## src/rtl/game_cmd_arbiter.sv

```systemverilog
// Purpose: shares the 8-bit in_bits game link between the manual controller
//          and the script engine. One requester is granted at a time. Its
//          command is held on the link for a bounded time and then followed
//          by a forced idle gap.
// Latency: the grant is seen one cycle after the IDLE evaluation edge, and
//          in_bits carries the command from that same cycle. The release
//          (done) shows one cycle after the exit edge.
// Backpressure: requests are levels. A losing or late request simply stays
//          pending, and nothing is queued. Requests are ignored outside IDLE.
// Ports:
//   clk, rst            clock, async active-high reset
//   mode_sel            00 manual-only, 01 auto-only, 10 manual priority,
//                       11 round-robin
//   man_req/man_cmd     manual request level and command byte
//   man_gnt/man_done    manual grant / finish pulses
//   auto_req/auto_cmd   script request level and command byte
//   auto_gnt/auto_done  script grant / finish pulses
//   in_bits             byte driven onto the game link
//   busy                arbiter not idle
//   owner               current or last grantee (0 manual, 1 auto)
//   timeout             with done, when MAX_HOLD cut the drive short
module game_cmd_arbiter #(
  parameter int HOLD_CYCLES = 4,
  parameter int GAP_CYCLES  = 2,
  parameter int MAX_HOLD    = 255,
  parameter int CW          = 8
) (
  input  logic       clk,
  input  logic       rst,
  input  logic [1:0] mode_sel,
  input  logic       man_req,
  input  logic [7:0] man_cmd,
  output logic       man_gnt,
  output logic       man_done,
  input  logic       auto_req,
  input  logic [7:0] auto_cmd,
  output logic       auto_gnt,
  output logic       auto_done,
  output logic [7:0] in_bits,
  output logic       busy,
  output logic       owner,
  output logic       timeout
);

  typedef enum logic [1:0] {IDLE, DRIVE, GAP} state_t;

  localparam logic [CW-1:0] HOLD_LAST = CW'(HOLD_CYCLES - 1);
  localparam logic [CW-1:0] MAX_LAST  = CW'(MAX_HOLD - 1);
  localparam logic [CW-1:0] GAP_LAST  = CW'(GAP_CYCLES - 1);
  localparam logic [CW-1:0] CNT_SAT   = '1;

  state_t        state;
  logic [CW-1:0] hold_cnt;
  logic [CW-1:0] gap_cnt;

  logic       man_elig;
  logic       auto_elig;
  logic       pick_auto;
  logic [7:0] win_cmd;
  logic       owner_req;
  logic       normal_exit;

  // Arbitration is only acted upon in IDLE. In round-robin mode the
  // requester that was not served last wins a tie.
  always_comb begin
    man_elig  = man_req && (mode_sel != 2'b01);
    auto_elig = auto_req && (mode_sel != 2'b00);
    if (man_elig && auto_elig)
      pick_auto = (mode_sel == 2'b11) ? ~owner : 1'b0;
    else
      pick_auto = auto_elig;
  end

  assign win_cmd     = pick_auto ? auto_cmd : man_cmd;
  assign owner_req   = owner ? auto_req : man_req;
  // A normal release takes priority over the limit when both apply on one edge.
  assign normal_exit = (hold_cnt >= HOLD_LAST) && !owner_req;

  // in_bits doubles as the latched command register. Requester cmd changes
  // after the grant never reach the link.
  always_ff @(posedge clk or posedge rst) begin
    if (rst) begin
      state     <= IDLE;
      hold_cnt  <= '0;
      gap_cnt   <= '0;
      in_bits   <= 8'h00;
      man_gnt   <= 1'b0;
      man_done  <= 1'b0;
      auto_gnt  <= 1'b0;
      auto_done <= 1'b0;
      timeout   <= 1'b0;
      busy      <= 1'b0;
      owner     <= 1'b1;
    end else begin
      man_gnt   <= 1'b0;
      man_done  <= 1'b0;
      auto_gnt  <= 1'b0;
      auto_done <= 1'b0;
      timeout   <= 1'b0;
      case (state)
        IDLE: begin
          if (man_elig || auto_elig) begin
            owner <= pick_auto;
            busy  <= 1'b1;
            if (pick_auto) auto_gnt <= 1'b1;
            else           man_gnt  <= 1'b1;
            if (win_cmd[1:0] == 2'b00) begin
              // Null command: nothing to drive. Finish at once, but still
              // enforce the gap.
              state   <= GAP;
              gap_cnt <= '0;
              if (pick_auto) auto_done <= 1'b1;
              else           man_done  <= 1'b1;
            end else begin
              state    <= DRIVE;
              hold_cnt <= '0;
              in_bits  <= win_cmd;
            end
          end
        end
        DRIVE: begin
          if (normal_exit || hold_cnt == MAX_LAST) begin
            state   <= GAP;
            gap_cnt <= '0;
            in_bits <= 8'h00;
            timeout <= !normal_exit;
            if (owner) auto_done <= 1'b1;
            else       man_done  <= 1'b1;
          end else if (hold_cnt != CNT_SAT) begin
            hold_cnt <= hold_cnt + CW'(1);
          end
        end
        GAP: begin
          if (gap_cnt >= GAP_LAST) begin
            state <= IDLE;
            busy  <= 1'b0;
          end else begin
            gap_cnt <= gap_cnt + CW'(1);
          end
        end
        default: begin
          state   <= IDLE;
          busy    <= 1'b0;
          in_bits <= 8'h00;
        end
      endcase
    end
  end

endmodule

```

## config.mk

```make
export PLATFORM = sky130hd
export DESIGN_NAME = game_cmd_arbiter
export DESIGN_NICKNAME = d
export VERILOG_FILES = /design/src/rtl/game_cmd_arbiter.sv
export SDC_FILE = /design/constraint.sdc
export NUM_CORES = 1
export LEC_CHECK = 0
export CAP_MARGIN = 10
export CORE_MARGIN = 8
export CORE_UTILIZATION = 25
export CTS_CLUSTER_SIZE = 20
export DETAILED_ROUTE_END_ITERATION = 7
export PLACE_DENSITY = 0.51
export SKIP_LAST_GASP = 1
export SLEW_MARGIN = 5
export SYNTH_ARGS = -nofsm -noshare
export SYNTH_HDL_FRONTEND = slang
export SYNTH_SLANG_ARGS = --single-unit
```

## constraint.sdc

```tcl
create_clock -name clk -period 4.7 [get_ports clk]
set_input_delay 0.94 -clock clk [delete_from_list [all_inputs] [get_ports clk]]
set_output_delay 0.94 -clock clk [all_outputs]
set_load 0.05 [all_outputs]
```

==> flow_metrics.env, run 1 <==
export IMPL_postSynthAreaPerCell_um2=10.7
export IMPL_n_antenna_cell=0
export IMPL_synth_cell_type_count=49
export IMPL_crit_slowest_cell="clkdlybuf4s50_1"
export IMPL_status="complete, no violations"
export IMPL_clockBufferDepth=2
export IMPL_clk_latency_ns=0.28
export IMPL_routed_via_density=4.57
export IMPL_dieWidth_um=101
export IMPL_die_height_um=101
export IMPL_critical_path_class="in2reg"
export IMPL_grt_pass1_vias=1430
export IMPL_end_kind="flip-flop"
export IMPL_wl_per_cell_um=13.5
export IMPL_ys_seq_area_share_pct=46.3
export IMPL_fin_nets=233
export IMPL_min_path_type="reg2reg"
export IMPL_first_pass_iters=4
export IMPL_cts_clk_slew_worst_paths_ns=0.07
export IMPL_io_buffers=36
export IMPL_place_congestion=0.765
export IMPL_syn_inst=167
export IMPL_grt_max_degree=34
export IMPL_maxSlewHeadroom_pct=58.6
export IMPL_dieArea_mm2=0.0101
export IMPL_clock_fmax_ghz=0.328
export IMPL_drc=0
export IMPL_power_density_mw_per_mm2=575
export IMPL_yosys_warnings=0
export IMPL_cts_hold_buffers=0
export IMPL_ioPinCount=37
export IMPL_netlist_area_mm2=0.00179
export IMPL_cellLeakagePower_nw=1.01
export IMPL_ys_flop_type="dfrtp_1"
export IMPL_drive_gt1_share_pct=11.1
export IMPL_synth_edf_count=0
export IMPL_startpoint="auto_req"
export IMPL_path_cells="clkdlybuf4s50_1, o21ai_2, a211oi_2, or3b_1, o2bb2ai_4, mux2_4"
export IMPL_synth_seq_cells=33
export IMPL_htree_levels=2
export IMPL_placed_cells=298
export IMPL_syn2layout_area_growth_pct=32.0
export IMPL_hold_ws_ns=0.487
export IMPL_wl_um=4140
export IMPL_cap_violations=0
export IMPL_timing_rr_start="hold_cnt[0]"
export IMPL_final_setup_tns_ns=0
export IMPL_register_area_um2=827
export IMPL_fillers=748
export IMPL_grt_pass1_wl_um=7030
export IMPL_ant_nets=0
export IMPL_multiInputGateArea_um2=880
export IMPL_hold_viol_final=0
export IMPL_p_total_mw=1.35
export IMPL_ir_worst_vdd_mv=0.207
export IMPL_grt_usage_pct=8.71
export IMPL_critPathMaxFanout=8
export IMPL_dp_slack_ns=1.35
export IMPL_crit_path_start_kind="input port"
export IMPL_post_cts_repair_setup_buffers=0
export IMPL_overflow=0
export IMPL_post_route_period_util_pct=64.8
export IMPL_start_util_pct=25.2
export IMPL_tightest_slew_ns=0.621
export IMPL_core_area_mm2=0.00710
export IMPL_cp_arrival_ns=3.21
export IMPL_numCtsBuffers=5
export IMPL_cts_tree="built"
export IMPL_setup_viol=0
export IMPL_worstPathRequired_ns=4.87
export IMPL_root_buffer="clkbuf_8"
export IMPL_min_from="gap_cnt[2]"
export IMPL_slew_viol_final=0
export IMPL_rsz0062_at_grt="false"
export IMPL_cts_sinks=33
export IMPL_drt_initial_drc_count=67
export IMPL_dp_hpwl_um=3100
export IMPL_ctsResizeCount=0
export IMPL_antenna_found_initial=0
export IMPL_vias=1397
export IMPL_synth_async_sr_flop_share_pct=100
export IMPL_critPathMaxStageDelay_ns=0.62
export IMPL_rows=31
export IMPL_min_period_ns=3.05
export IMPL_syn_nets=194
export IMPL_final_cells=306
export IMPL_fin_ws_ns=1.65
export IMPL_clock_skew_ns=0.00347
==> registers in the layout, indices dropped and copies added, names as in the netlist, 2 cells and up <==
name,cells
gap_cnt,8
hold_cnt,8
in_bits,8
state,2
==> power breakdown <==
group	internal [mW]	leakage [nW]	switching, mW	total (mW)
sequential	0.364	0.437	0.101	0.465
clock	0.173	0.0585	0.100	0.273
combinational	0.242	0.515	0.375	0.616
==> synth_stat cells (all sizes together), types with 2 or more instances <==
cell type	n	area [um2]
nor2b	7	43.8
nand2b	3	18.8
o21ai	10	57.6
nand3	9	45.0
nand4	2	12.5
buf	3	20.0
mux2i	10	100
nand2	10	37.5
or3	2	12.5
a31oi	8	50.1
a22o	2	17.5
a21oi	6	30.0
nor3	2	10.0
o211a	2	20.0
ha	5	62.6
o2bb2ai	5	62.6
mux2	5	60.1
clkbuf	2	17.5
o211ai	2	15.0
dfrtp	32	801
nor2	7	26.3
or2	2	12.5
inv	11	41.3
==> stage by stage <==
step / area, um2 / util (%)
after floorplan: 1790 / -
after global placement: 2240 / 31.6
after detailed placement: 2240 / 31.6
after CTS: 2360 / 33.2
after global routing: 2360 / 33.2
final: 2360 / 33.2
==> worst paths after layout <==
| kind | endpoint | slack, ns | cells past startpoint |
|---|---|---|---|
| min in group asynchronous | hold_cnt[3] | 1.05 | 3 |
| setup reg to reg | hold_cnt[1] | 2.29 | 6 |
| hold / removal | gap_cnt[2] | 0.49 | 1 |
| setup / recovery | hold_cnt[1] | 1.65 | 6 |
| max in group asynchronous | owner | 3.31 | 3 |
| hold reg to reg | gap_cnt[2] | 0.49 | 1 |
==> cell usage in the layout, fill, tap and decap left out, drive strengths merged, types with 3 or more instances in the layout <==
cell	Yosys	final
dfrtp	32	32
o21ai	10	10
nand3	9	9
mux2i	10	10
nand2b	3	3
mux2	5	5
ha	5	5
inv	11	11
nor2b	7	7
clkbuf	2	7
nor2	7	7
a21oi	6	6
clkdlybuf4s50	0	36
nand2	10	10
o2bb2ai	5	5
a31oi	8	8
==> worst max-delay path: cells and delay by family <==
family / cells / cell delay (ns)
AO/OA/AOI/OAI: 3 / 0.76
buffers and inverters: 1 / 0.62
AND/OR/NAND/NOR: 1 / 0.57
multiplexers: 1 / 0.33
==> routing by layer <==
layer	share of wire, %	global-route usage, %
met2	44	13.7
met4	0.97	2.44
met5	0	0
met1	49	10.9
met3	6.0	3.18
==> kinds of logic (layout without fill, tap and decap cells) <==
kind of cell	count (synthesis)	after routing	synth area share, %
buffers and inverters	16	56	4.41
adders and majority gates	5	5	3.50
AOI/OAI and AO/OA	44	44	20.0
and+or+nand+nor	54	54	16.8
DFF	33	33	46.3
muxes	15	15	8.97
==> cell type report <==
| class | count | share of cell area [%] |
|---|---|---|
| inverter | 11 | 1.75 |
| clock inverter | 1 | 1.27 |
| tap | 99 | 5.26 |
| clock buffer | 7 | 3.66 |
| multi-input combinational | 118 | 37.3 |
| sequential | 33 | 35.1 |
| timing repair buffer | 37 | 15.6 |
Power figures use the tool's default switching activity.
==> run 2, diff against run 1 <==
Settings changed: PLACE_DENSITY 0.51 to 0.52.
Clock period 4.7 ns to 2.7 ns, I/O delays scaled along.
==> run 2 against run 1 <==
Effect of this change:
- die area unchanged
- first-iteration DRC count decreased by 25%
- highest routed layer unchanged
- clock power increased by 100%
- worst hold slack improved by 0.00068 ns
- critical endpoint unchanged
- final cell count increased by 2.3%
- largest cell class unchanged
==> flow_metrics.env, run 2 (same netlist as run 1, synthesis figures left out) <==
export IMPL_status="complete, no violations"
export IMPL_post_cts_repair_setup_buffers=0
export IMPL_wl_per_cell_um=13.3
export IMPL_rsz0062_at_grt="false"
export IMPL_place_congestion=0.753
export IMPL_wl_um=4150
export IMPL_syn2layout_area_growth_pct=35.9
export IMPL_first_pass_iters=4
export IMPL_r2r_slack_ns=0.33
export IMPL_final_setup_tns_ns=0
export IMPL_htree_levels=2
export IMPL_seq_power_share_pct=31.2
export IMPL_critical_path_class="reg2reg"
export IMPL_critPathMaxFanout=12
export IMPL_switchingPower_mw=1.02
export IMPL_n_antenna_cell=0
export IMPL_clkPwrFrac_pct=22.0
export IMPL_cellLeakagePower_nw=1.05
export IMPL_core_area_mm2=0.00710
export IMPL_cap_violations=0
export IMPL_dieWidth_um=101
export IMPL_dieArea_mm2=0.0101
export IMPL_p_int_mw=1.48
export IMPL_top_regs="gap_cnt (8), hold_cnt (8), in_bits (8)"
export IMPL_fillers=708
export IMPL_die_height_um=101
export IMPL_fin_util_pct=34.2
export IMPL_final_cell_mix="36 x clkdlybuf4s50_1, 32 x dfrtp_1, 11 x inv_1"
export IMPL_maxSlewHeadroom_pct=65.2
export IMPL_drt_initial_drc_count=50
export IMPL_numCtsBuffers=5
export IMPL_slew_viol_final=0
export IMPL_end_kind="flip-flop"
export IMPL_antenna_found_initial=0
export IMPL_ioPinCount=37
export IMPL_cts_hold_buffers=0
export IMPL_routed_via_density=4.52
export IMPL_grt_max_degree=34
export IMPL_grt_pass1_wl_um=6800
export IMPL_power_density_mw_per_mm2=1030
export IMPL_clock_skew_ns=0.00823
export IMPL_ctsResizeCount=0
export IMPL_drc=0
export IMPL_fin_nets=240
export IMPL_post_route_period_util_pct=87.9
export IMPL_rows=31
export IMPL_clock_fmax_ghz=0.421
export IMPL_clockBufferDepth=2
export IMPL_cp_arrival_ns=2.55
export IMPL_overflow=0
export IMPL_mostFrequentLayoutCell="clkdlybuf4s50_1"
export IMPL_min_path_type="reg2reg"
export IMPL_dp_hpwl_um=3160
export IMPL_start_util_pct=25.2
export IMPL_root_buffer="clkbuf_8"
export IMPL_setup_viol=0
export IMPL_tightest_slew_ns=0.520
export IMPL_combPwrFrac_pct=46.8
export IMPL_ant_nets=0
export IMPL_worstPathRequired_ns=2.88
export IMPL_cts_clk_slew_worst_paths_ns=0.07
export IMPL_vias=1414
export IMPL_io_buffers=36
export IMPL_min_period_ns=2.37
export IMPL_grt_usage_pct=8.50
export IMPL_cts_tree="built"
export IMPL_swShare_pct=40.7
export IMPL_hold_viol_final=0
export IMPL_p_total_mw=2.50
export IMPL_cts_sinks=33
export IMPL_ir_worst_vdd_mv=0.551
export IMPL_crit_path_start_kind="flip-flop"
export IMPL_clk_latency_ns=0.28
export IMPL_grt_pass1_vias=1409
export IMPL_drive_gt1_share_pct=14.5
## run 2: area by class of cell
type                       count  area [um2]  area share (%)
clock buffer                   5        68.8            2.84
clock inverter                 3        65.1            2.68
inverter                      11        41.3            1.70
multi-input combinational    118         880            36.3
sequential                    33         827            34.1
tap                           99         124            5.11
timing repair buffer          44         420            17.3
## run 2: layer usage
layer	up-vias	track usage (%)	part of all wire, %
li1	706	-	-
met2	38	12.8	43
met5	-	0	0
met4	0	3.14	1.2
met1	662	10.9	48
met3	8	3.04	7.1
## run 2: per-stage QoR
step                      instances  setup WS, ns  instance area (um2)  hold WS, ns
after floorplan                 167         0.431                 1790        0.451
after global placement          305         0.131                 2290        0.471
after detailed placement        305        0.0912                 2290        0.480
after CTS                       313         0.317                 2430        0.490
after global routing            313         0.235                 2430        0.521
final                           313         0.327                 2430        0.488
## run 2: worst paths after layout
kind                              from     endpoint  cells past startpoint
setup / recovery           hold_cnt[1]  hold_cnt[1]                      6
hold / removal              gap_cnt[2]   gap_cnt[2]                      1
setup reg to reg           hold_cnt[1]  hold_cnt[1]                      6
hold reg to reg             gap_cnt[2]   gap_cnt[2]                      1
max in group asynchronous          rst        owner                      3
min in group asynchronous          rst  hold_cnt[1]                      3
## run 2: worst max-delay path: stages (launching register included)
cell	delay, ns
dfrtp_1	0.46
ha_1	0.26
or4_4	0.44
o41ai_4	0.31
and2b_4	0.34
o2bb2ai_4	0.15
mux2_4	0.30
## run 2: power groups by stage
stage                     Sequential, mW  Combinational, mW  Clock, mW
after detailed placement           0.788               1.18          0
after floorplan                     1.01              0.576          0
after CTS                          0.780               1.19      0.563
final                              0.779               1.17      0.549
after global placement             0.789               1.18          0
after global routing               0.803               1.28      0.580
==> run 3, diff against run 2 <==
Settings changed: CORE_UTILIZATION 25 to 30, PLACE_DENSITY 0.52 to 0.59.
==> run 3 against run 2 <==
Effect of this change:
- via count is 3.5% lower
- critical path depth stayed put
- final cell count is 7.7% lower
- clock power is 34% lower
- routed wire length is 4.3% lower
- worst setup slack better by 0.013 ns
- critical path type unchanged
- critical endpoint unchanged
- largest cell class unchanged
- largest power group unchanged
==> flow_metrics.env, run 3 (same netlist as run 1, synthesis figures left out) <==
export IMPL_fin_ws_ns=0.340
export IMPL_top_regs="gap_cnt (8), hold_cnt (8), in_bits (8)"
export IMPL_p_total_mw=2.30
export IMPL_final_cells=289
export IMPL_maxSlewHeadroom_pct=64.5
export IMPL_cts_clk_slew_worst_paths_ns=0.07
export IMPL_hold_depth=1
export IMPL_io_buffers=36
export IMPL_clkPwrFrac_pct=15.6
export IMPL_wl_um=3970
export IMPL_swShare_pct=43.9
export IMPL_r2r_cells=6
export IMPL_min_from="gap_cnt[2]"
export IMPL_grt_pass1_wl_um=6770
export IMPL_vias=1364
export IMPL_drive_gt1_share_pct=14.5
export IMPL_post_route_period_util_pct=87.4
export IMPL_mostFrequentLayoutCell="clkdlybuf4s50_1"
export IMPL_rows=28
export IMPL_end_kind="flip-flop"
export IMPL_cellLeakagePower_nw=1.03
export IMPL_ir_worst_vdd_mv=0.461
export IMPL_crit_slowest_cell="dfrtp_1"
export IMPL_rr_endpoint="hold_cnt[1]"
export IMPL_power_density_mw_per_mm2=980
export IMPL_slew_viol_final=0
export IMPL_tightest_slew_ns=0.531
export IMPL_htree_levels=2
export IMPL_dp_slack_ns=0.102
export IMPL_r2r_slack_ns=0.34
export IMPL_path_cells="ha_1, or4_4, o41ai_4, and2b_4, o2bb2ai_4, mux2_4"
export IMPL_numCtsBuffers=5
export IMPL_antenna_found_initial=0
export IMPL_clock_fmax_ghz=0.424
export IMPL_ioPinCount=37
export IMPL_switchingPower_mw=1.01
export IMPL_min_period_ns=2.36
export IMPL_die_height_um=93.1
export IMPL_n_antenna_cell=0
export IMPL_crit_family="simple AND/OR/NAND/NOR gates"
export IMPL_post_cts_repair_setup_buffers=0
export IMPL_syn2layout_area_growth_pct=31.5
export IMPL_overflow=0
export IMPL_setup_viol=0
export IMPL_cts_hold_buffers=0
export IMPL_drc=0
export IMPL_final_setup_tns_ns=0
export IMPL_placed_cells=281
export IMPL_root_buffer="clkbuf_8"
export IMPL_crit_path_start_kind="flip-flop"
export IMPL_cp_arrival_ns=2.53
export IMPL_dieWidth_um=93.1
export IMPL_dp_hpwl_um=2990
export IMPL_first_pass_iters=4
export IMPL_dieArea_mm2=0.00868
export IMPL_core_area_mm2=0.00585
export IMPL_path_buf_inv=0
export IMPL_cts_sinks=33
export IMPL_clock_skew_ns=0.00681
export IMPL_ant_nets=0
export IMPL_fin_area_mm2=0.00235
export IMPL_status="complete, no violations"
export IMPL_cts_tree="built"
export IMPL_fin_nets=240
export IMPL_clk_latency_ns=0.28
export IMPL_rsz0062_at_grt="false"
export IMPL_final_cell_mix="36 x clkdlybuf4s50_1, 32 x dfrtp_1, 11 x inv_1"
export IMPL_seq_power_share_pct=33.8
export IMPL_hold_end="gap_cnt[2]"
export IMPL_grt_max_degree=34
export IMPL_start_util_pct=30.5
export IMPL_grt_usage_pct=9.51
export IMPL_clockBufferDepth=2
export IMPL_routed_via_density=4.72
export IMPL_min_path_type="reg2reg"
export IMPL_place_area_mm2=0.00226
export IMPL_hold_viol_final=0
export IMPL_drt_initial_drc_count=67
export IMPL_wl_per_cell_um=13.7
export IMPL_grt_pass1_vias=1382
export IMPL_ctsResizeCount=0
export IMPL_place_congestion=0.821
export IMPL_worstPathRequired_ns=2.87
export IMPL_p_int_mw=1.29
export IMPL_critical_path_class="reg2reg"
export IMPL_cap_violations=0
export IMPL_timing_rr_start="hold_cnt[0]"
export IMPL_combPwrFrac_pct=50.6
export IMPL_critPathMaxFanout=12
export IMPL_critPathMaxStageDelay_ns=0.45
==> run 3: cell count changes in the layout (fill, tap and decap cells not counted) <==
| cell | change |
|---|---|
| clkinv_2 | +1 |
| bufinv_16 | -2 |
| clkinvlp_4 | +1 |
==> run 3: layout make-up <==
cell class                      count  area, um2
Clock buffer                        5       68.8
Clock inverter                      3       17.5
Inverter                           11       41.3
Multi-Input combinational cell    118        880
Sequential cell                    33        827
Tap cell                           75       93.8
Timing Repair Buffer               44        420
Fill cell                         562       3500
==> run 3: stage by stage <==
stage,hold slack [ns],utilization [%]
after global placement,0.475,38.7
after global routing,0.501,40.1
after floorplan,0.451,-
after CTS,0.491,40.1
after detailed placement,0.479,38.7
final,0.490,40.1
==> run 3: metal layers <==
layer	global-route usage, %	routed length [um]	vias up
met3	3.37	272	5
met5	0	0	-
met1	12.6	1880	627
met2	14.2	1790	27
met4	2.82	29	0
li1	-	-	705
==> run 3: power groups by stage <==
stage          clock, mW  sequential, mW  combinational (mW)
2_1_floorplan          0            1.01               0.576
3_3_place_gp           0           0.788                1.18
3_5_place_dp           0           0.786                1.18
4_1_cts            0.370           0.776                1.18
5_1_grt            0.388           0.803                1.27
6_report           0.360           0.777                1.16
==> run 3: how the worst max path moves through the flow <==
stage | cells after the start | from | endpoint | slack [ns]
2_1_floorplan | 6 | owner | hold_cnt[1] | 0.43
3_3_place_gp | 6 | mode_sel[1] | hold_cnt[1] | 0.13
3_5_place_dp | 6 | auto_req | hold_cnt[1] | 0.10
4_1_cts | 6 | hold_cnt[0] | hold_cnt[1] | 0.33
5_1_grt | 7 | hold_cnt[0] | hold_cnt[7] | 0.23
6_report | 6 | hold_cnt[0] | hold_cnt[1] | 0.34
